==> config.mk <==
export PLATFORM = sky130hd
export DESIGN_NAME = tetris_piece_controller_flat
export DESIGN_NICKNAME = d
export VERILOG_FILES = /design/src/rtl/tetris_pkg.sv /design/src/rtl/tetris_piece_controller_if.sv /design/src/rtl/tetris_collision_check.sv /design/src/rtl/tetris_piece_controller.sv /design/src/flat_wrapper.sv
export SDC_FILE = /design/constraint.sdc
export NUM_CORES = 1
export LEC_CHECK = 0
export CAP_MARGIN = 5
export CELL_PAD_IN_SITES_DETAIL_PLACEMENT = 1
export CELL_PAD_IN_SITES_GLOBAL_PLACEMENT = 2
export CORE_UTILIZATION = 35
export DETAILED_ROUTE_END_ITERATION = 8
export PLACE_DENSITY_LB_ADDON = 0.1
export SLEW_MARGIN = 10
export SYNTH_ARGS = -nofsm -noshare
export SYNTH_HDL_FRONTEND = slang
export SYNTH_SLANG_ARGS = --single-unit
==> constraint.sdc <==
create_clock -name clk -period 6.6 [get_ports clk]
set_input_delay 1.65 -clock clk [delete_from_list [all_inputs] [get_ports clk]]
set_output_delay 1.65 -clock clk [all_outputs]
set_load 0.02 [all_outputs]
==> src/rtl/tetris_pkg.sv <==
// Shared types for the tetris playfield controller: row/matrix shapes,
// piece type codes, controller states and shift directions.
package tetris_pkg;

    localparam int unsigned ROWS = 8;
    localparam int unsigned COLS = 8;

    typedef logic [COLS-1:0]           row_t;
    typedef logic [ROWS-1:0][COLS-1:0] matrix_t;
    typedef logic [2:0]                piece_type_t;

    localparam piece_type_t TYPE_NONE = 3'b000;
    localparam piece_type_t TYPE_L    = 3'b001;
    localparam piece_type_t TYPE_O    = 3'b010;
    localparam piece_type_t TYPE_S    = 3'b011;
    localparam piece_type_t TYPE_T    = 3'b100;
    localparam piece_type_t TYPE_Z    = 3'b101;
    localparam piece_type_t TYPE_I    = 3'b110;
    localparam piece_type_t TYPE_J    = 3'b111;

    typedef enum logic [2:0] {
        IDLE,
        SPAWN_REQ,
        SPAWN_LOAD,
        FALL,
        LOCK,
        CLEAR,
        OVER
    } ctrl_state_t;

    typedef enum logic [1:0] {
        DIR_LEFT,
        DIR_RIGHT,
        DIR_DOWN
    } dir_t;

    // True when any lit cell of a coincides with a lit cell of b.
    function automatic logic overlaps(matrix_t a, matrix_t b);
        return |(a & b);
    endfunction

    // A row with every column lit is ready to be cleared.
    function automatic logic row_full(row_t r);
        return &r;
    endfunction

endpackage

==> src/rtl/tetris_piece_controller_if.sv <==
// Piece request/response link between the controller and tetrimino_creator:
// the controller selects a type, the creator answers combinationally with its 8x8 pattern.
interface tetris_piece_controller_if;
    import tetris_pkg::*;

    piece_type_t piece_type;
    matrix_t     piece_pattern;

    modport master (
        output piece_type,
        input  piece_pattern
    );

    modport slave (
        input  piece_type,
        output piece_pattern
    );

endinterface

==> src/rtl/tetris_collision_check.sv <==
// Combinational one-step shift of the active piece with range and board-overlap check.
module tetris_collision_check
    import tetris_pkg::*;
(
    input  matrix_t piece,
    input  matrix_t board,
    input  dir_t    dir,
    output matrix_t shifted_c,
    output logic    blocked_c
);

    logic out_of_range;

    // A bit leaving the field on the shifted edge means the move is illegal.
    always_comb begin
        shifted_c    = '0;
        out_of_range = 1'b0;
        unique case (dir)
            DIR_LEFT: begin
                for (int r = 0; r < int'(ROWS); r++) begin
                    shifted_c[r] = piece[r] << 1;
                    out_of_range = out_of_range | piece[r][COLS-1];
                end
            end
            DIR_RIGHT: begin
                for (int r = 0; r < int'(ROWS); r++) begin
                    shifted_c[r] = piece[r] >> 1;
                    out_of_range = out_of_range | piece[r][0];
                end
            end
            DIR_DOWN: begin
                for (int r = 1; r < int'(ROWS); r++) begin
                    shifted_c[r] = piece[r-1];
                end
                out_of_range = |piece[ROWS-1];
            end
            default: begin
                shifted_c = piece;
            end
        endcase
        blocked_c = out_of_range | overlaps(shifted_c, board);
    end

endmodule

==> src/rtl/tetris_piece_controller.sv <==
// Falling-piece sequencer for the 8x8 LED playfield: spawns, moves, drops,
// locks and clears rows, and drives the composite frame to the scanner.
module tetris_piece_controller
    import tetris_pkg::*;
#(
    parameter int unsigned LINES_W        = 8,
    parameter piece_type_t SPAWN_FALLBACK = TYPE_O
) (
    input  logic                      clk,
    input  logic                      reset,
    input  logic                      start,
    input  logic                      tick,
    input  logic                      move_left,
    input  logic                      move_right,
    input  piece_type_t               next_type,
    tetris_piece_controller_if.master creator,
    output matrix_t                   display,
    output logic [LINES_W-1:0]        lines_cleared,
    output logic                      game_over,
    output logic                      busy
);

    ctrl_state_t state;
    matrix_t     board;
    matrix_t     piece;
    logic [2:0]  scan_row;
    logic        pending_tick;

    logic        any_move;
    logic        one_move;
    dir_t        dir;
    matrix_t     shifted;
    logic        blocked;

    assign any_move = move_left | move_right;
    assign one_move = move_left ^ move_right;

    // Single checker: a lone move selects its direction, otherwise evaluate gravity.
    always_comb begin
        dir = DIR_DOWN;
        if (move_left && !move_right) begin
            dir = DIR_LEFT;
        end else if (move_right && !move_left) begin
            dir = DIR_RIGHT;
        end
    end

    tetris_collision_check u_collision (
        .piece     (piece),
        .board     (board),
        .dir       (dir),
        .shifted_c (shifted),
        .blocked_c (blocked)
    );

    always_ff @(posedge clk) begin
        if (reset) begin
            state              <= IDLE;
            board              <= '0;
            piece              <= '0;
            scan_row           <= 3'd0;
            pending_tick       <= 1'b0;
            creator.piece_type <= TYPE_NONE;
            display            <= '0;
            lines_cleared      <= '0;
            game_over          <= 1'b0;
            busy               <= 1'b0;
        end else begin
            display <= board | piece;

            case (state)
                IDLE: begin
                    if (start) begin
                        state <= SPAWN_REQ;
                        busy  <= 1'b1;
                    end
                end

                SPAWN_REQ: begin
                    creator.piece_type <= (next_type == TYPE_NONE) ? SPAWN_FALLBACK : next_type;
                    state              <= SPAWN_LOAD;
                end

                // Pattern answers the type selected last cycle; overlap on entry ends the game.
                SPAWN_LOAD: begin
                    busy <= 1'b0;
                    if (overlaps(creator.piece_pattern, board)) begin
                        state     <= OVER;
                        game_over <= 1'b1;
                    end else begin
                        piece <= creator.piece_pattern;
                        state <= FALL;
                    end
                end

                // Moves take priority; a tick that collides with one is deferred.
                FALL: begin
                    if (any_move) begin
                        if (one_move && !blocked) begin
                            piece <= shifted;
                        end
                        if (tick) begin
                            pending_tick <= 1'b1;
                        end
                    end else if (tick || pending_tick) begin
                        pending_tick <= 1'b0;
                        if (blocked) begin
                            state <= LOCK;
                            busy  <= 1'b1;
                        end else begin
                            piece <= shifted;
                        end
                    end
                end

                LOCK: begin
                    board    <= board | piece;
                    piece    <= '0;
                    scan_row <= 3'd7;
                    state    <= CLEAR;
                end

                // Collapse a full row and re-check the same index, since new content dropped into it.
                CLEAR: begin
                    if (row_full(board[scan_row])) begin
                        for (int r = 1; r < int'(ROWS); r++) begin
                            if (3'(r) <= scan_row) begin
                                board[r] <= board[r-1];
                            end
                        end
                        board[0] <= '0;
                        if (lines_cleared != '1) begin
                            lines_cleared <= lines_cleared + LINES_W'(1);
                        end
                    end else if (scan_row == 3'd0) begin
                        state <= SPAWN_REQ;
                    end else begin
                        scan_row <= scan_row - 3'd1;
                    end
                end

                OVER: begin
                    piece <= '0;
                    if (start) begin
                        board         <= '0;
                        lines_cleared <= '0;
                        game_over     <= 1'b0;
                        busy          <= 1'b1;
                        state         <= SPAWN_REQ;
                    end
                end

                default: begin
                    state <= IDLE;
                    busy  <= 1'b0;
                end
            endcase
        end
    end

endmodule
==> src/flat_wrapper.sv <==
// flat-port wrapper written by rule: the top's interface ports become plain ports
module tetris_piece_controller_flat import tetris_pkg::*;
#(
    parameter int unsigned LINES_W        = 8,
    parameter piece_type_t SPAWN_FALLBACK = TYPE_O
)
  (clk, reset, start, tick, move_left, move_right, next_type, display, lines_cleared, game_over, busy, creator_piece_type, creator_piece_pattern);
  tetris_piece_controller_if creator_i ();
  input  logic clk;
  input  logic reset;
  input  logic start;
  input  logic tick;
  input  logic move_left;
  input  logic move_right;
  input  piece_type_t next_type;
  output matrix_t display;
  output logic [LINES_W-1:0] lines_cleared;
  output logic game_over;
  output logic busy;
  output wire logic [$bits(creator_i.piece_type)-1:0] creator_piece_type;
  input wire logic [$bits(creator_i.piece_pattern)-1:0] creator_piece_pattern;
  assign creator_piece_type = creator_i.piece_type;
  assign creator_i.piece_pattern = creator_piece_pattern;
  tetris_piece_controller #(.LINES_W(LINES_W), .SPAWN_FALLBACK(SPAWN_FALLBACK)) u_core (.clk(clk), .reset(reset), .start(start), .tick(tick), .move_left(move_left), .move_right(move_right), .next_type(next_type), .creator(creator_i), .display(display), .lines_cleared(lines_cleared), .game_over(game_over), .busy(busy));
endmodule
# Yosys cells after proc, flatten, opt, wreduce, memory -nomap -nowiden
# Index checks and enable logic that the tools add are counted.
# totals
ff_bits	212
in_bits	73
output_inout_bits	77
word_cells	183
# op_classes
n_addsub	2
n_lt_le_gt_ge	8
eq_ne	32
mux	50
n_bitwise	21
reduce_logical	39
# ops
cell	count
$mux W64	7
$pmux W64 S3	2
$pmux W56 S3	1
$and A64 B64 Y64	2
$reduce_or A64 Y1	2
$mux W8	11
$or A64 B64 Y64	1
$reduce_and A4 Y1	8
$mux W3	10
$ne A2 B1 Y1 const B	14
$bmux W8 S3	1
$pmux W8 S3	1
$pmux W3 S6	1
$or A1 B1 Y1	16
$pmux W8 S2	1
$le A3 B3 Y1 const A	4
$ne A2 B2 Y1 const B	6
$reduce_and A3 Y1	4
$reduce_and A5 Y1	2
$eq A3 B3 Y1 const B	3
$logic_not A3 Y1	3
$mux W1	9
$add A8 B1 Y8 const B	1
$ne A8 B8 Y1 const B	1
28 further kinds	41

# Longest topological paths before layout
# Gate-level depths: netlist of run 1.
# depth
word_depth	14
ltp_mapped	15
ltp_nobuf	10

# By module
# A second synthesis of run 1 with hierarchy kept.
# hier_totals
cells_unflattened	1485
area_unflattened_um2	12194.2
# by_module_without_submodules
mod	instances	cells_per_inst	area_per_inst_um2	seq_area_each_um2
tetris_piece_controller	1	1222	9917.0	4244.1
tetris_collision_check	1	263	2277.2	0.0

# Worst setup path before layout of run 1
# OpenSTA, ideal clock, no wires.
# synth_path
kind	input to register
startpoint	in move_left
endpoint	reg u_core.piece[10] (netlist bit)
setup_time_ns	0.121
arrival_ns	4.559
required_time_ns	6.479
setup_slack_ns	1.920
path_stages	15
n_path_buf	5
cell_sequence	inv_1 > ha_1 > buf_4 > nand2b_4 > buf_6 > buf_6 > o21ai_0 > o22ai_1 > or4_1 > nor4_4 > nand4_4 > and2_1 > buf_6 > buf_6 > mux2_4
# synth_between
elab_chain_cells	13
elab_cells_between_ends	27
cone_classes	eq/ne: 5; mux: 10; bitwise: 4; reduce/logical: 8
# synth_lines
element	line	source
from (decl)	flat_wrapper.sv:13	input logic move_left;
$logic_not A1 Y1	tetris_piece_controller.sv:43	end else if (move_right && !move_left) begin
$logic_and A1 B1 Y1	tetris_piece_controller.sv:43	
$mux W2	tetris_piece_controller.sv:43	
$mux W2	tetris_piece_controller.sv:41	if (move_left && !move_right) begin
$eq A2 B2 Y1, or another cell as far along	tetris_collision_check.sv:18	unique case (dir)
$pmux W8 S3 / $pmux W56 S3 (equally long branches)	tetris_collision_check.sv:18	
$and A64 B64 Y64	tetris_pkg.sv:39	return |(a & b);
$reduce_or A64 Y1	tetris_pkg.sv:39	
$or A1 B1 Y1	tetris_collision_check.sv:41	blocked_c = out_of_range | overlaps(shifted_c, board);
$logic_not A1 Y1	tetris_piece_controller.sv:99	if (one_move && !blocked) begin
$logic_and A1 B1 Y1	tetris_piece_controller.sv:99	
$ne A3 B3 Y1 (no source line)	--	
$reduce_and A5 Y1 (no source line)	--	
to (signal assigned)	tetris_piece_controller.sv:91	piece <= creator.piece_pattern;
to (signal assigned)	tetris_piece_controller.sv:100	piece <= shifted;
to (signal assigned)	tetris_piece_controller.sv:111	piece <= shifted;
to (decl)	tetris_piece_controller.sv:25	matrix_t piece;
# Parallel ways exist; a longest one is shown, timed or not. The select of a mux whose other input is x is not followed.
# A chain may end at the register's enable or synchronous reset.

# Worst setup path in the final report of run 1
# layout_path
startpoint	in move_left
endpoint	reg u_core.piece[14] (netlist bit)
# Same word-level chain as after synthesis.

==> reports/metrics.yaml, run 1 <==
sta:
  fin_crit_sh_pct: 83.48
  timing.fmax_ghz: 0.1815
  maxSlewHeadroom_pct: 14.26
  finalSetupViolCount: 0
  setup_tns_ns: 0
  skew_ns: 0.03488
  rsz0062_at_grt: "no"
  period_minus_slack_ns: 5.510
  worst_pin_slew_ns: 1.279
  final_max_slew_viol_count: 0
  hold_viol: 0
placed_design:
  buffer_ports.inserted: 149
  gp_routability_congestion: 0.9751
  dp_hpwl_um: 45380
  dp.cells: 2060
logic_synthesis:
  avgSynthCellArea_sq_um: 7.714
  yosysSeqAreaShare_pct: 35.31
  synth_cells: 1558
  synth_top_cell_by_area: "dfxtp_1"
  synth_area_sq_um: 12020
  synthFlopType: "dfxtp_1"
  synth.most_common_cell: "nor2_1"
  synth_area_leaders: "dfxtp_1 35%, nor2_1 7.5%, a21oi_1 6.5%, nand2_1 4.5%, a211oi_1 3.7%"
  synth_edf_count: 0
  synth.top_cells.by_count: "239 x nor2_1, 212 x dfxtp_1, 156 x a21oi_1"
  ys_types: 67
  synth.yosys.warnings: 0
  synthesis.nets: 1641
  ys_ff_latch: 212
  async_flop_share_pct: 0
  synth_top_area_share_pct: 35.31
critical_path:
  critPathMostFrequentCell: "buf_4"
  cp_slowest_cell: "ha_1"
  reg2reg_depth: 10
  cp-end-kind: "flop"
  crit_path_start_kind: "primary input"
  path_max_fanout: 21
  path_delay_family: "buffers and inverters"
  critPathRequiredTime_ns: 7.03
  rrSetupSlack_ns: 2.58
  path_class: "primary input to flop"
  crit_cells: 14
  critPathMaxStageDelay_ns: 0.53
  cp_cell_sequence: "clkdlybuf4s50_1, inv_1, ha_1, buf_4, a22oi_1, a221oi_1, a2111oi_0, buf_4, nand4_1, nor4_4, nand4_4, and2_2, buf_12, mux2_4"
  cp_data_arrival_time_ns: 5.94
  critPathBufInv: 5
clocking:
  numCtsBuffers: 26
  clkLatencyLatePin_ns: 0.57
  cts_resized: 0
  htreeDepth: 1
  cts_tree: "built"
  cts_setup_buffers: 0
  cts_root_buffer: "clkbuf_16"
  clk_pin_slew_ns: 0.06
  clockBufferDepth: 3
  ctsHoldBuffers: 0
  clkSinkCount: 212
finish:
  regArea_sq_um: 4244
  nets: 1723
  multiInputGateArea_sq_um: 7088
  final_layout_size_suffix_gt1_share_pct: 7.892
  fillers: 4104
  n_antenna_cell: 0
  instances_no_fill: 2108
  area_delta_synth_final_pct: 22.89
floorplanning:
  initial_core_util_pct: 35.66
  die_area_sq_um: 35090
  io-pin-count: 150
  die_height_um: 187.3
  coreArea_sq_um: 33700
  row_count: 67
  die_w_um: 187.3
flow_run:
  cap_viol_max_count: 0
routing:
  post_drt_wl_per_cell_um: 29.76
  vias_per_cell: 6.369
  drt_iter0_drc: 1456
  post-route-drc-count: 0
  wirelength_um: 62740
  vias: 13430
  ant_nets: 0
  dr.max_layer_used: "met5"
  wl_met3_um: 4928
  wl_met2_um: 27050
  dr.pass1.iters: 8
  wl_met1_um: 27430
pwr:
  power_leakage_nw: 5.342
  power_mw: 4.374
  power_density_nw_per_um2: 296.1
  vdd.ir_drop.worst_mv: 0.2017
hold_path:
  hold_path.class: "flop to flop"
  whs_path_depth: 2
status:
  status: "completed"
global_route:
  track_usage_pct: 35.25
  antenna_found_initial: 2
  grt_pass1_wl_um: 91660
  grt_overflow_total: 0
  grt_max_degree: 114
  grt_pass1_vias: 13110
## metrics by stage
step	worst slack [ns]	hold WS (ns)	instance area (sq um)	util, %
floorplan	1.920	0.4719	12020	-
global placement	0.6659	0.4772	13860	41.13
detailed placement	0.5972	0.4800	13860	41.13
CTS	1.178	0.4964	14760	43.81
global route	0.9117	0.5188	14770	43.83
finish	1.090	0.4876	14770	43.83
## report_power, final
part | total, mW | internal, mW | switching, mW | leakage [nW]
clock network | 1.54 | 0.936 | 0.603 | 0.443
registers | 1.69 | 1.42 | 0.274 | 1.72
logic | 1.14 | 0.461 | 0.683 | 3.18
total | 4.37 | 2.81 | 1.56 | 5.34
## flip-flops by register name (all words and copies together), names as in the netlist
name / cells
u_core.scan_row: 3
u_core.busy: 1
u_core.creator.piece_type: 3
u_core.state: 3
u_core.game_over: 1
u_core.pending_tick: 1
u_core.board: 64
u_core.display: 64
u_core.piece: 64
u_core.lines_cleared: 8
## area by class of cell
type	count	share of cell area, %
flip-flops and latches	212	28.73
well taps	448	3.795
repair buffers	181	12.24
clock inverters	11	1.067
inverters	45	1.144
clock buffers	37	5.032
multi-input cells	1174	47.99
## metal layers
layer / track usage [%] / vias to the layer above
li1: - / 5856
met1: 48.63 / 6754
met2: 53.43 / 657
met3: 5.272 / 157
met4: 17.34 / 2
met5: 0 / -
## layout by cell type (no fill, tap or decap), types with 15 or more instances in the layout
cell and n:
dfxtp_1 212, a31oi_1 17, a211oi_1 60, buf_4 26
clkbuf_16 27, nor2b_1 22, o21bai_1 16, o21a_1 45
nor3_1 23, o22ai_1 20, nor2_1 237, a22o_1 26
o21ai_0 59, inv_1 43, nand2b_1 39, a22oi_1 48
o31ai_1 15, or3_1 21, clkdlybuf4s50_1 148, o21ai_1 15
a221oi_1 34, nand2_1 143, a21oi_1 155, mux2_4 16
nand4_1 18
## cells by family (layout without fill, tap and decap cells)
group,after synthesis,count (layout),share of synthesized area (%)
mux,29,29,3.331
xor+xnor,6,6,0.4372
fa+ha+maj,10,10,1.041
buf+inv,172,274,6.111
flops,212,212,35.31
compound gates,570,570,32.25
simple gates,559,559,21.52
## worst paths after layout
kind	startpoint	endpoint
hold / removal	u_core.creator.piece_type[2]	u_core.creator.piece_type[2]
setup reg to reg	u_core.board[45]	u_core.piece[14]
setup / recovery	move_left	u_core.piece[14]
hold reg to reg	u_core.creator.piece_type[2]	u_core.creator.piece_type[2]
## tightest hold or removal path, stage by stage (launching register included)
cell     delay (ns)
dfxtp_1        0.32
mux2i_1        0.06
nor2_1         0.07
Note: power is estimated with default switching activity, not from simulation.
==> inputs of run 2 (changes only) <==
--- a/config.mk
+++ b/config.mk
@@ -8,7 +8,7 @@
 export CAP_MARGIN = 5
 export CELL_PAD_IN_SITES_DETAIL_PLACEMENT = 1
 export CELL_PAD_IN_SITES_GLOBAL_PLACEMENT = 2
-export CORE_UTILIZATION = 35
+export CORE_UTILIZATION = 30
 export DETAILED_ROUTE_END_ITERATION = 8
 export PLACE_DENSITY_LB_ADDON = 0.1
 export SLEW_MARGIN = 10
==> constraint.sdc (replaced) <==
create_clock -name clk -period 4.8 [get_ports clk]
set_input_delay 1.2 -clock clk [delete_from_list [all_inputs] [get_ports clk]]
set_output_delay 1.2 -clock clk [all_outputs]
set_load 0.02 [all_outputs]
==> run 2 against run 1 <==
Compared with the run above: critical path depth shrank 1; setup slack lost 0.85 ns; largest power group unchanged; clock skew shrank 0.011 ns; flip-flop and latch count is the same; combinational power grew 54%; sequential power grew 38%; hold slack gained 0.020 ns; via count grew 2.2%.
==> reports/metrics.yaml, run 2 (same netlist as run 1, synthesis figures left out) <==
finish:
  area_delta_synth_final_pct: 32.04  # was 22.89%
  final_cell_mix: "238 x nor2_1, 212 x dfxtp_1, 155 x a21oi_1"  # was 237 x nor2_1, 212 x dfxtp_1, 155 x a21oi_1
  largestRegisters: "u_core.board: 64 flops, u_core.display: 64 flops, u_core.piece: 64 flops"  # unchanged
  final_layout_size_suffix_gt1_share_pct: 14.21  # was 7.892%
  nets: 1843  # was 1723
  final_common_cell: "nor2_1"  # unchanged
  fin_util_pct: 40.59  # was 43.83%
hold_path:
  hold_path.class: "flop to flop"  # unchanged
  whs_path_depth: 2  # unchanged
sta:
  timing.fmax_ghz: 0.2191
  whs_ns: 0.5075  # was 0.4876 ns
  worst_pin_slew_ns: 1.119  # was 1.279 ns
  fin_crit_sh_pct: 95.06
  setup_ws_ns: 0.2369  # was 1.090 ns
  setup_tns_ns: 0  # unchanged
  rsz0062_at_grt: "no"  # unchanged
  period_minus_slack_ns: 4.563
  final_max_slew_viol_count: 0  # unchanged
  skew_ns: 0.02437  # was 0.03488 ns
  hold_viol: 0  # unchanged
  finalSetupViolCount: 0  # unchanged
  maxSlewHeadroom_pct: 24.41  # was 14.26%
clocking:
  clockBufferDepth: 3  # unchanged
  cts_setup_buffers: 0  # unchanged
  cts_tree: "built"  # unchanged
  cts_root_buffer: "clkbuf_16"  # unchanged
  clk_pin_slew_ns: 0.06  # about the same
  clkLatencyLatePin_ns: 0.57  # about the same
  numCtsBuffers: 27  # was 26
  htreeDepth: 1  # unchanged
  clkSinkCount: 212  # unchanged
  ctsHoldBuffers: 0  # unchanged
  cts_resized: 0  # unchanged
critical_path:
  cp_cell_sequence: "clkdlybuf4s50_1, inv_1, ha_2, buf_4, nor2_1, a2bb2oi_1, o22ai_1, or4_1, nor4_4, nand4_4, buf_4, a221oi_1, a211oi_1"  # was clkdlybuf4s50_1, inv_1, ha_1, buf_4, a22oi_1, a221oi_1, a2111oi_0, buf_4, nand4_1, nor4_4, nand4_4, and2_2, buf_12, mux2_4
  timing.rr.start: "u_core.scan_row[0]"  # was u_core.board[45]
  reg2reg_depth: 7  # was 10
  crit_path_start: "move_left"  # unchanged
  critPathMaxStageDelay_ns: 0.59  # was 0.53 ns
  r2r_end: "u_core.board[40]"  # was u_core.piece[14]
  critPathRequiredTime_ns: 5.23  # was 7.03 ns
  cp-end-kind: "flop"  # unchanged
  crit_path_start_kind: "primary input"  # unchanged
  cp_slowest_cell: "or4_1"  # was ha_1
  path_max_fanout: 30  # was 21
  critPathCapture: "u_core.piece[43]"  # was u_core.piece[14]
  path_class: "primary input to flop"  # unchanged
  critPathMostFrequentCell: "buf_4"  # unchanged
  rrSetupSlack_ns: 0.60  # was 2.58 ns
  cp_data_arrival_time_ns: 4.99  # was 5.94 ns
global_route:
  grt_busiest_layer: "met2"  # unchanged
  grt_pass1_wl_um: 97070  # was 91660 um
  use_met1_pct: 45.00  # was 48.63%
  grt_pass1_vias: 13600  # was 13.11k
  antenna_found_initial: 2  # unchanged
  grt_max_degree: 102  # was 114
  met2_usage_pct: 50.93  # was 53.43%
  grt_overflow_total: 0  # unchanged
  grt_use_met3_pct: 3.305  # was 5.272%
  track_usage_pct: 32.29  # was 35.25%
placed_design:
  pre_cts_slack_ns: -0.2167  # was 0.5972 ns
  gp_routability_congestion: 0.9699  # was 0.9751
  buffer_ports.inserted: 149  # unchanged
  dp_hpwl_um: 49400  # was 45380 um
routing:
  vias: 13730  # was 13.43k
  vias_per_cell: 5.968  # was 6.369
  ant_nets: 0  # unchanged
  dr.pass1.iters: 6  # was 8
  post-route-drc-count: 0  # unchanged
  drt_iter0_drc: 1323  # was 1456
  wirelength_um: 67000  # was 62740 um
  post_drt_wl_per_cell_um: 29.13  # was 29.76 um
status:
  status: "completed"  # unchanged
floorplanning:
  row_count: 72  # was 67
  coreArea_sq_um: 39100  # was 33700 sq um
  initial_core_util_pct: 30.74  # was 35.66%
  die_area_sq_um: 40870  # was 35090 sq um
  io-pin-count: 150  # unchanged
  die_w_um: 202.2  # was 187.3 um
  die_height_um: 202.2  # was 187.3 um
pwr:
  power_leakage_nw: 5.948  # was 5.342 nW
  vdd.ir_drop.worst_mv: 0.2383  # was 0.2017 mV
  power_density_nw_per_um2: 398.1  # was 296.1 nW/um^2
flow_run:
  cap_viol_max_count: 0  # unchanged
==> run 2: cell types whose count changed in the layout (fill, tap and decap cells not counted), moves of 2 or more <==
| cell | before | now |
|---|---|---|
| inv_6 | 0 | 2 |
| buf_12 | 6 | 11 |
| clkinvlp_4 | 1 | 3 |
| clkbuf_1 | 7 | 4 |
| buf_4 | 26 | 140 |
| clkinv_4 | 0 | 2 |
| clkinv_2 | 6 | 4 |
==> run 2: worst min-delay path by stage <==
stage / start / endpoint / slack (ns)
after floorplan: u_core.piece[62] / u_core.display[62] / 0.47
after global placement: u_core.creator.piece_type[2] / u_core.creator.piece_type[2] / 0.48
after detailed placement: u_core.creator.piece_type[0] / u_core.creator.piece_type[0] / 0.49
after CTS: u_core.creator.piece_type[0] / u_core.creator.piece_type[0] / 0.51
after global routing: u_core.creator.piece_type[0] / u_core.creator.piece_type[0] / 0.53
final: u_core.creator.piece_type[0] / u_core.creator.piece_type[0] / 0.51
==> run 2: through the flow <==
step	power [mW]	cell area, sq um	std cells
final	6.318	15870	2300
after floorplan	3.147	12020	1558
after global routing	6.544	15870	2299
after CTS	6.321	15870	2299
after detailed placement	4.070	14910	2249
after global placement	4.060	14910	2249
==> run 2: report_power, final <==
| part | total, mW | switching (mW) | internal [mW] |
|---|---|---|---|
| Clock | 2.24 | 0.882 | 1.35 |
| Combinational | 1.75 | 0.989 | 0.758 |
| Sequential | 2.34 | 0.388 | 1.95 |
==> run 2: final cells by class <==
cell class                      instances  area, sq um
Antenna cell                            1        2.502
Clock buffer                           34        732.0
Clock inverter                         16        227.7
Fill cell                            4728        23230
Inverter                               45        168.9
Multi-Input combinational cell       1174         7081
Sequential cell                       212         4244
Tap cell                              518        648.1
Timing Repair Buffer                  300         2766
==> run 2: layer usage <==
| layer | up-vias | share of wire (%) |
|---|---|---|
| met4 | 0 | 4.1 |
| li1 | 6100 | - |
| met3 | 128 | 5.5 |
| met2 | 544 | 45 |
| met1 | 6954 | 46 |
| met5 | - | 0 |
==> run 2: worst max-delay path, delay by kind of cell <==
family                     cells  cell delay (ns)
buffers and inverters          4             1.09
adders and majority gates      1             0.25
and+or+nand+nor                4             1.33
AOI/OAI and AO/OA              4             1.07
==> inputs of run 3 (changes only) <==
--- a/config.mk
+++ b/config.mk
@@ -8,7 +8,7 @@
 export CAP_MARGIN = 5
 export CELL_PAD_IN_SITES_DETAIL_PLACEMENT = 1
 export CELL_PAD_IN_SITES_GLOBAL_PLACEMENT = 2
-export CORE_UTILIZATION = 30
+export CORE_UTILIZATION = 35
 export DETAILED_ROUTE_END_ITERATION = 8
 export PLACE_DENSITY_LB_ADDON = 0.1
 export SLEW_MARGIN = 10
==> constraint.sdc (replaced) <==
create_clock -name clk -period 5.79 [get_ports clk]
set_input_delay 1.4475 -clock clk [delete_from_list [all_inputs] [get_ports clk]]
set_output_delay 1.4475 -clock clk [all_outputs]
set_load 0.02 [all_outputs]
==> run 3 against run 2 <==
Compared with the run above: utilization increased by 3.6 points; critical path type unchanged; sequential share of layout area rose by 1.8 points; largest power group unchanged; cell count is 7.7% lower; wire length is 6.8% lower.
==> reports/metrics.yaml, run 3 (same netlist as run 1, synthesis figures left out) <==
status:
  status: "completed"  # unchanged
clocking:
  cts_setup_buffers: 0  # unchanged
  htreeDepth: 1  # unchanged
  clk_pin_slew_ns: 0.06  # about the same
  clkLatencyLatePin_ns: 0.55  # was 0.57 ns
  cts_tree: "built"  # unchanged
  clkSinkCount: 212  # unchanged
  ctsHoldBuffers: 0  # unchanged
  cts_root_buffer: "clkbuf_16"  # unchanged
  clockBufferDepth: 3  # unchanged
  cts_resized: 0  # unchanged
  numCtsBuffers: 26  # was 27
global_route:
  grt_overflow_total: 0  # unchanged
  grt_pass1_wl_um: 91890  # was 97070 um
  track_usage_pct: 35.09  # was 32.29%
  antenna_found_initial: 1  # was 2
  grt_pass1_vias: 13140  # was 13.60k
  grt_max_degree: 115  # was 102
pwr:
  vdd.ir_drop.worst_mv: 0.2113  # was 0.2383 mV
  seqPwrFrac_pct: 38.6  # was 37.0%
  clockPowerShare_pct: 35.1  # was 35.4%
  pwr-share-comb_pct: 26.3  # was 27.6%
  p_int_mw: 3.240  # was 4.059 mW
  power_leakage_nw: 5.425  # was 5.948 nW
  power_density_nw_per_um2: 335.7  # was 398.1 nW/um^2
  netSwitchingPower_mw: 1.759  # was 2.259 mW
  sw_frac_of_total_pct: 35.19  # was 35.75%
routing:
  ant_nets: 0  # unchanged
  vias: 13550  # was 13.73k
  drt_iter0_drc: 1457  # was 1323
  dr.pass1.iters: 6  # unchanged
  vias_per_cell: 6.385  # was 5.968
  post_drt_wl_per_cell_um: 29.42  # was 29.13 um
  wirelength_um: 62420  # was 67000 um
  post-route-drc-count: 0  # unchanged
finish:
  final_cell_mix: "237 x nor2_1, 212 x dfxtp_1, 155 x a21oi_1"  # was 238 x nor2_1, 212 x dfxtp_1, 155 x a21oi_1
  largestRegisters: "u_core.board: 64 flops, u_core.display: 64 flops, u_core.piece: 64 flops"  # unchanged
  area_delta_synth_final_pct: 23.89  # was 32.04%
  final_layout_size_suffix_gt1_share_pct: 8.722  # was 14.21%
  fillers: 4086  # was 4728
  n_antenna_cell: 0  # was 1
  instances_no_fill: 2122  # was 2300
  nets: 1739  # was 1843
  final_common_cell: "nor2_1"  # unchanged
floorplanning:
  initial_core_util_pct: 35.66  # was 30.74%
  die_w_um: 187.3  # was 202.2 um
  die_area_sq_um: 35090  # was 40870 sq um
  row_count: 67  # was 72
  die_height_um: 187.3  # was 202.2 um
  io-pin-count: 150  # unchanged
  coreArea_sq_um: 33700  # was 39100 sq um
sta:
  whs_ns: 0.4868  # was 0.5075 ns
  rsz0062_at_grt: "no"  # unchanged
  finalSetupViolCount: 0  # unchanged
  period_minus_slack_ns: 5.073
  maxSlewHeadroom_pct: 27.36  # was 24.41%
  timing.fmax_ghz: 0.1971
  final_max_slew_viol_count: 0  # unchanged
  skew_ns: 0.02007  # was 0.02437 ns
  setup_tns_ns: 0  # unchanged
  setup_ws_ns: 0.7168  # was 0.2369 ns
  hold_viol: 0  # unchanged
  worst_pin_slew_ns: 1.081  # was 1.119 ns
  fin_crit_sh_pct: 87.62
critical_path:
  crit_path_start_kind: "primary input"  # unchanged
  path_max_fanout: 30  # unchanged
  path_class: "primary input to flop"  # unchanged
  cp-end-kind: "flop"  # unchanged
  critPathRequiredTime_ns: 6.23  # was 5.23 ns
  cp_data_arrival_time_ns: 5.51  # was 4.99 ns
placed_design:
  buffer_ports.inserted: 149  # unchanged
  dp.cells: 2076  # was 2249
  gp_routability_congestion: 1.008  # was 0.9699
  pre_cts_slack_ns: 0.2550  # was -0.2167 ns
  dp_hpwl_um: 45360  # was 49400 um
flow_run:
  cap_viol_max_count: 0  # unchanged
hold_path:
  hold_path.class: "flop to flop"  # unchanged
## run 3: layer usage
layer  global-route usage, %  part of all wire [%]  up-vias
li1                        -                     -     5898
met1                   48.89                    44     6779
met2                   52.49                    42      717
met3                   5.741                   8.4      153
met4                   16.71                   5.3        2
met5                       0                 0.029        -
## run 3: layout make-up
| type | instances | area (sq um) | area share [%] |
|---|---|---|---|
| clock buffers | 41 | 818.3 | 5.495 |
| clock inverters | 5 | 100.1 | 0.6722 |
| flip-flops and latches | 212 | 4244 | 28.50 |
| repair buffers | 197 | 1916 | 12.86 |
| multi-input cells | 1174 | 7083 | 47.57 |
| well taps | 448 | 560.5 | 3.764 |
| inverters | 45 | 168.9 | 1.134 |
## run 3: worst paths after layout
kind | start | to | slack, ns | depth (start not counted)
setup / recovery | move_right | u_core.piece[38] | 0.72 | 14
hold reg to reg | u_core.creator.piece_type[2] | u_core.creator.piece_type[2] | 0.49 | 2
setup reg to reg | u_core.board[21] | u_core.board[58] | 1.88 | 8
hold / removal | u_core.creator.piece_type[2] | u_core.creator.piece_type[2] | 0.49 | 2
## run 3: power by group through the flow
stage / Clock [mW] / Sequential (mW) / Combinational [mW]
2_1_floorplan: 0 / 1.81 / 0.796
3_3_place_gp: 0 / 1.94 / 1.27
3_5_place_dp: 0 / 1.94 / 1.28
4_1_cts: 1.77 / 1.91 / 1.29
5_1_grt: 1.84 / 1.93 / 1.40
6_report: 1.76 / 1.93 / 1.31
## run 3: worst max-delay path, cell delays in order
cell and delay (ns):
clkdlybuf4s50_1 0.54, inv_1 0.09, ha_2 0.41, buf_4 0.36, o21bai_1 0.21, a221oi_1 0.12
buf_4 0.17, a2111oi_0 0.63, nand4_1 0.26, nor4_4 0.27, nand4_4 0.11, and2_2 0.24
buf_4 0.26, mux2_4 0.35
## run 3: per-stage QoR
step	instance area, sq um	util [%]	total power, mW
3_5_place_dp	13970	41.45	3.223
2_1_floorplan	12020	-	2.609
4_1_cts	14890	44.18	4.971
6_report	14890	44.19	4.999
5_1_grt	14890	44.19	5.175
3_3_place_gp	13970	41.45	3.213
==> edit 1, RTL diff (settings of run 2) <==
Encoding of `ctrl_state_t`: now one-hot (7 bits for 7 states).
--- a/src/rtl/tetris_pkg.sv
+++ b/src/rtl/tetris_pkg.sv
@@ -20,10 +20,10 @@
 
-    typedef enum logic [2:0] {
-        IDLE,
-        SPAWN_REQ,
-        SPAWN_LOAD,
-        FALL,
-        LOCK,
-        CLEAR,
-        OVER
+    typedef enum logic [6:0] {
+        IDLE       = 7'b0000001,
+        SPAWN_REQ  = 7'b0000010,
+        SPAWN_LOAD = 7'b0000100,
+        FALL       = 7'b0001000,
+        LOCK       = 7'b0010000,
+        CLEAR      = 7'b0100000,
+        OVER       = 7'b1000000
     } ctrl_state_t;
Check against the original RTL: same outputs for any inputs over 4 cycles, from zero or initial values and one cycle with reset high; so few cycles prove little.
==> edit 1 against run 2 <==
- cell area decreased by 2.8%
- sequential cell count grew 4
- synthesized cell count is 7.4% lower
- critical endpoint is now u_core.piece[63]
- critical path depth grew 1
- routed wire length decreased by 4.7%
- worst hold slack worse by 0.059 ns
- non-clock buffer count down 46
- worst setup slack lost 0.00098 ns
- count of clock-buffer cells in the layout shrank 1
- area after synthesis down 1.9%
- maximum frequency about the same
Power is not compared: it rests on default switching activity, and its combinational part moved more than twofold at a synthesized area within 25%.
==> edit 1: results (changes against run 2) <==
* Status: completed
* Hpwl dp at 46000 um (-7.0%)
* Reg-to-reg critical path startpoint: u_core.scan_row[0]
* R2r endpoint: u_core.board[51]
* Slew headroom at 16.8% (-7.6 points)
* Syn_nets at 1524 (-7.1%)
* Crit Path Max Fanout at 25 (-17%)
* Hold EP: u_core.busy
* CP delay by family, top: compound AO/OA/AOI/OAI gates
* TritonCTS Buffers at 28 (+3.7%)
* DRT iter0 DRCs at 1495 (+13%)
* Hold WC Path Type: reg2reg
* Initial DRT Pass Iterations at 5 (-1)
* Clk_lat worst skew at around 0.58 ns
* Seq/Total Area, Yosys at 36.7% (+1.3 points)
* Diode count at 0 (-1)
* CTS root buf: clkbuf_16
* GRT Total Usage at 31.1% (-1.2 points)
* Fillers at 4546 (-3.8%)
* Post-layout nets at 1681 (-8.8%)
* Worst Path Arrival at 5.03 ns (+0.04 ns)
* Clock Path Buffers at 3 (unchanged)
* Yosys cell types at 70 (+4.5%)
* Pre-CTS setup slack at -0.300 ns (-0.0831 ns)
* Most frequent cells after synthesis: dfxtp_1 (216), a21oi_1 (160), nor2_1 (143)
* RD Place Congestion at 0.968 (-0.23%)
* Fin worst setup slack at 0.236 ns (-0.000982 ns)
* First-pass GRT wire length at 93400 um (-3.7%)
* Min-delay src: u_core.busy
* Share of cells above drive strength 1 at 12.7% (-1.5 points)
* Vias/cell at 6.17 (+3.3%)
* CP peak stage delay at 0.61 ns (+0.02 ns)
* Clock transition at path regs at 0.06 ns (about the same)
* Routed WL per cell at 29.9 um (+2.5%)
* Top cells by area, synth: dfxtp_1 (37%), a21oi_1 (6.8%), a22oi_1 (6.0%)
* Critical-path top delay cell: a2111oi_0
* Initial antenna violation count at 0 (-2)
* Largest net degree at the start of global routing at 83 (-19%)
* Clock Skew at 0.0332 ns (+0.00885 ns)
* Synthesis warning total at 0 (unchanged)
* Reg2reg setup slack at 0.94 ns (+0.34 ns)
* Asr flop ratio synth at 0% (unchanged)
* Worst Reg-to-Reg Cells at 8 (+1)
* Leak pwr at approximately 5.3 nW
* Number of global-route vias before repair at 13100 (-3.4%)
-- edit 1: cell types whose count changed after synthesis, sizes merged, moves of 33 or more --
cell / delta
nor2: -95
o21a: -41
a22oi: +47
inv: +33
a211oi: +44
nand2: -93
-- edit 1: cell type report --
type | instances | area (um2) | area share, %
Clock buffer | 33 | 751 | 4.87
Clock inverter | 19 | 298 | 1.93
Inverter | 77 | 289 | 1.87
Multi-Input combinational cell | 1022 | 6610 | 42.9
Sequential cell | 216 | 4320 | 28.0
Tap cell | 518 | 648 | 4.20
Timing Repair Buffer | 254 | 2510 | 16.2
-- edit 1: per-stage QoR --
step | instance area, um2 | hold slack (ns) | cells
floorplan | 11800 | 0.476 | 1442
global placement | 14400 | 0.441 | 2087
detailed placement | 14400 | 0.443 | 2087
CTS | 15400 | 0.452 | 2139
global route | 15400 | 0.492 | 2139
finish | 15400 | 0.449 | 2139
-- edit 1: cells by family after synthesis --
logic type               synth area share (%)
AND/OR/NAND/NOR                          13.3
adder cells (fa/ha/maj)                 0.955
buffers and inverters                    7.52
XOR/XNOR                                0.520
flip-flops                               36.7
AO/OA/AOI/OAI                            40.0
multiplexers                             1.04
-- edit 1: how the worst max path moves through the flow --
| stage | to | startpoint | depth (start not counted) |
|---|---|---|---|
| after floorplan | u_core.piece[46] | move_left | 12 |
| after global placement | u_core.piece[24] | move_left | 13 |
| after detailed placement | u_core.piece[63] | move_left | 14 |
| after CTS | u_core.piece[63] | move_left | 14 |
| after global routing | u_core.piece[32] | move_left | 14 |
| final | u_core.piece[63] | move_left | 14 |
-- edit 1: worst min-delay path, cell delays in order (launching register included) --
cell and delay, ns:
dfxtp_1 0.31, inv_1 0.05, a21oi_1 0.05
-- edit 1: routing by layer --
| layer | part of all wire [%] | up-vias | global-route usage [%] |
|---|---|---|---|
| li1 | - | 5824 | - |
| met5 | 0 | - | 0 |
| met3 | 7.9 | 142 | 5.68 |
| met4 | 5.1 | 0 | 14.8 |
| met1 | 44 | 6612 | 43.1 |
| met2 | 43 | 613 | 46.4 |
-- edit 1: report_power, final --
part	internal [mW]	total [mW]	switching, mW	leakage (nW)
Combinational	0.250	0.572	0.322	3.04
Clock	1.54	2.44	0.900	0.520
Sequential	1.83	1.88	0.0533	1.74
Total	3.62	4.89	1.27	5.30
==> edit 2, RTL diff (flow settings as in run 2) <==
Made on the original files. Change the package constant `COLS` from 8 to 9.
--- a/src/rtl/tetris_pkg.sv
+++ b/src/rtl/tetris_pkg.sv
@@ -5,3 +5,3 @@
     localparam int unsigned ROWS = 8;
-    localparam int unsigned COLS = 8;
+    localparam int unsigned COLS = 9;
 
Interface: changed (resized creator_piece_pattern and display); port bits go from 150 to 166. The function was not compared with the original's and may differ.
==> edit 2 against run 2 <==
- area after synthesis up 15%
- clock skew down 0.0088 ns
- global-route usage down 0.49 points
- routed wire length up 13%
- sequential cell count up 24
- worst setup slack worse by 0.12 ns
- cell area up 15%
Power is not compared: it rests on default switching activity, and its combinational part moved more than twofold at a synthesized area within 25%.
==> edit 2: results (changes against run 2) <==
* Status: completed
* Top cells by area, synth: dfxtp_1 (34%), a221oi_1 (6.7%), mux2_4 (6.1%)
* Worst Path Arrival at 5.16 ns (+0.17 ns)
* DP Area at 17200 um2 (+15%)
* Syn_nets at 1781 (+8.5%)
* Multi-input gate count at 1220 (+3.9%)
* Met2 Use GR at 50.6% (-0.30 points)
* GR Layer Usage met1 at 43.1% (-1.9 points)
* DRT Wirelength at 75600 um (+13%)
* Pre-CTS setup slack at -0.478 ns (-0.262 ns)
* Area delta synth->final at 32.6%
* Synth Area in XOR/XNOR at 0.191% (-0.25 points)
* Critical-path top delay cell: a2111oi_0
* M3 GR Usage at 4.58% (+1.3 points)
* Fillers at 5367 (+14%)
* Clk_lat worst skew at 0.59 ns (+0.02 ns)
* Clock network area share at 5.86% (-0.19 points)
* FFs & Latches at 236 (+11%)
* First-pass GRT wire length at 110000 um (+13%)
* Yosys cell types at 60 (-10%)
* NonClk Buf Share at 17.9% (+0.46 points)
* Crit Path Max Fanout at 36 (+20%)
* RD Place Congestion at 0.899 (-7.3%)
* Initial DRT Pass Iterations at 5 (-1)
* Hpwl dp at 56200 um (+14%)
* Number of port buffers at 165 (+11%)
* Cells after Synth at 1691 (+8.5%)
* Mean Syn Cell Area at 8.16 um2 (+5.7%)
* Post-layout nets at 2033 (+10%)
* Initial antenna violation count at 1 (-1)
* Multi-input combinational area share at 44.4% (-0.24 points)
* Vias/cell at 6.02 (+0.95%)
-- edit 2: changes by cell type in the layout (fill, tap and decap cells not counted), moves of 29 or more --
cell and delta:
buf_4 +46, a21oi_1 -49, nor2_1 -82, a221oi_1 +71
nand3_1 +104, a221o_1 +34, mux2_4 +40, a211oi_1 -29
inv_1 +50, o21a_1 -41, o21bai_1 +42
-- edit 2: cell families after synthesis --
logic type | Yosys count
simple gates | 532
buf+inv | 235
fa+ha+maj | 9
flops | 236
compound gates | 598
mux | 78
xor+xnor | 3
-- edit 2: worst paths after layout --
check / cells past startpoint / slack, ns / end
setup / recovery: 15 / 0.11 / u_core.piece[59]
hold reg to reg: 2 / 0.50 / u_core.creator.piece_type[2]
setup reg to reg: 8 / 1.01 / u_core.board[31]
hold / removal: 2 / 0.50 / u_core.creator.piece_type[2]
-- edit 2: stage by stage --
stage               hold WS, ns  utilization, %
detailed placement        0.485            37.9
floorplan                 0.478               -
CTS                       0.500            40.3
finish                    0.497            40.3
global route              0.514            40.3
global placement          0.472            37.9
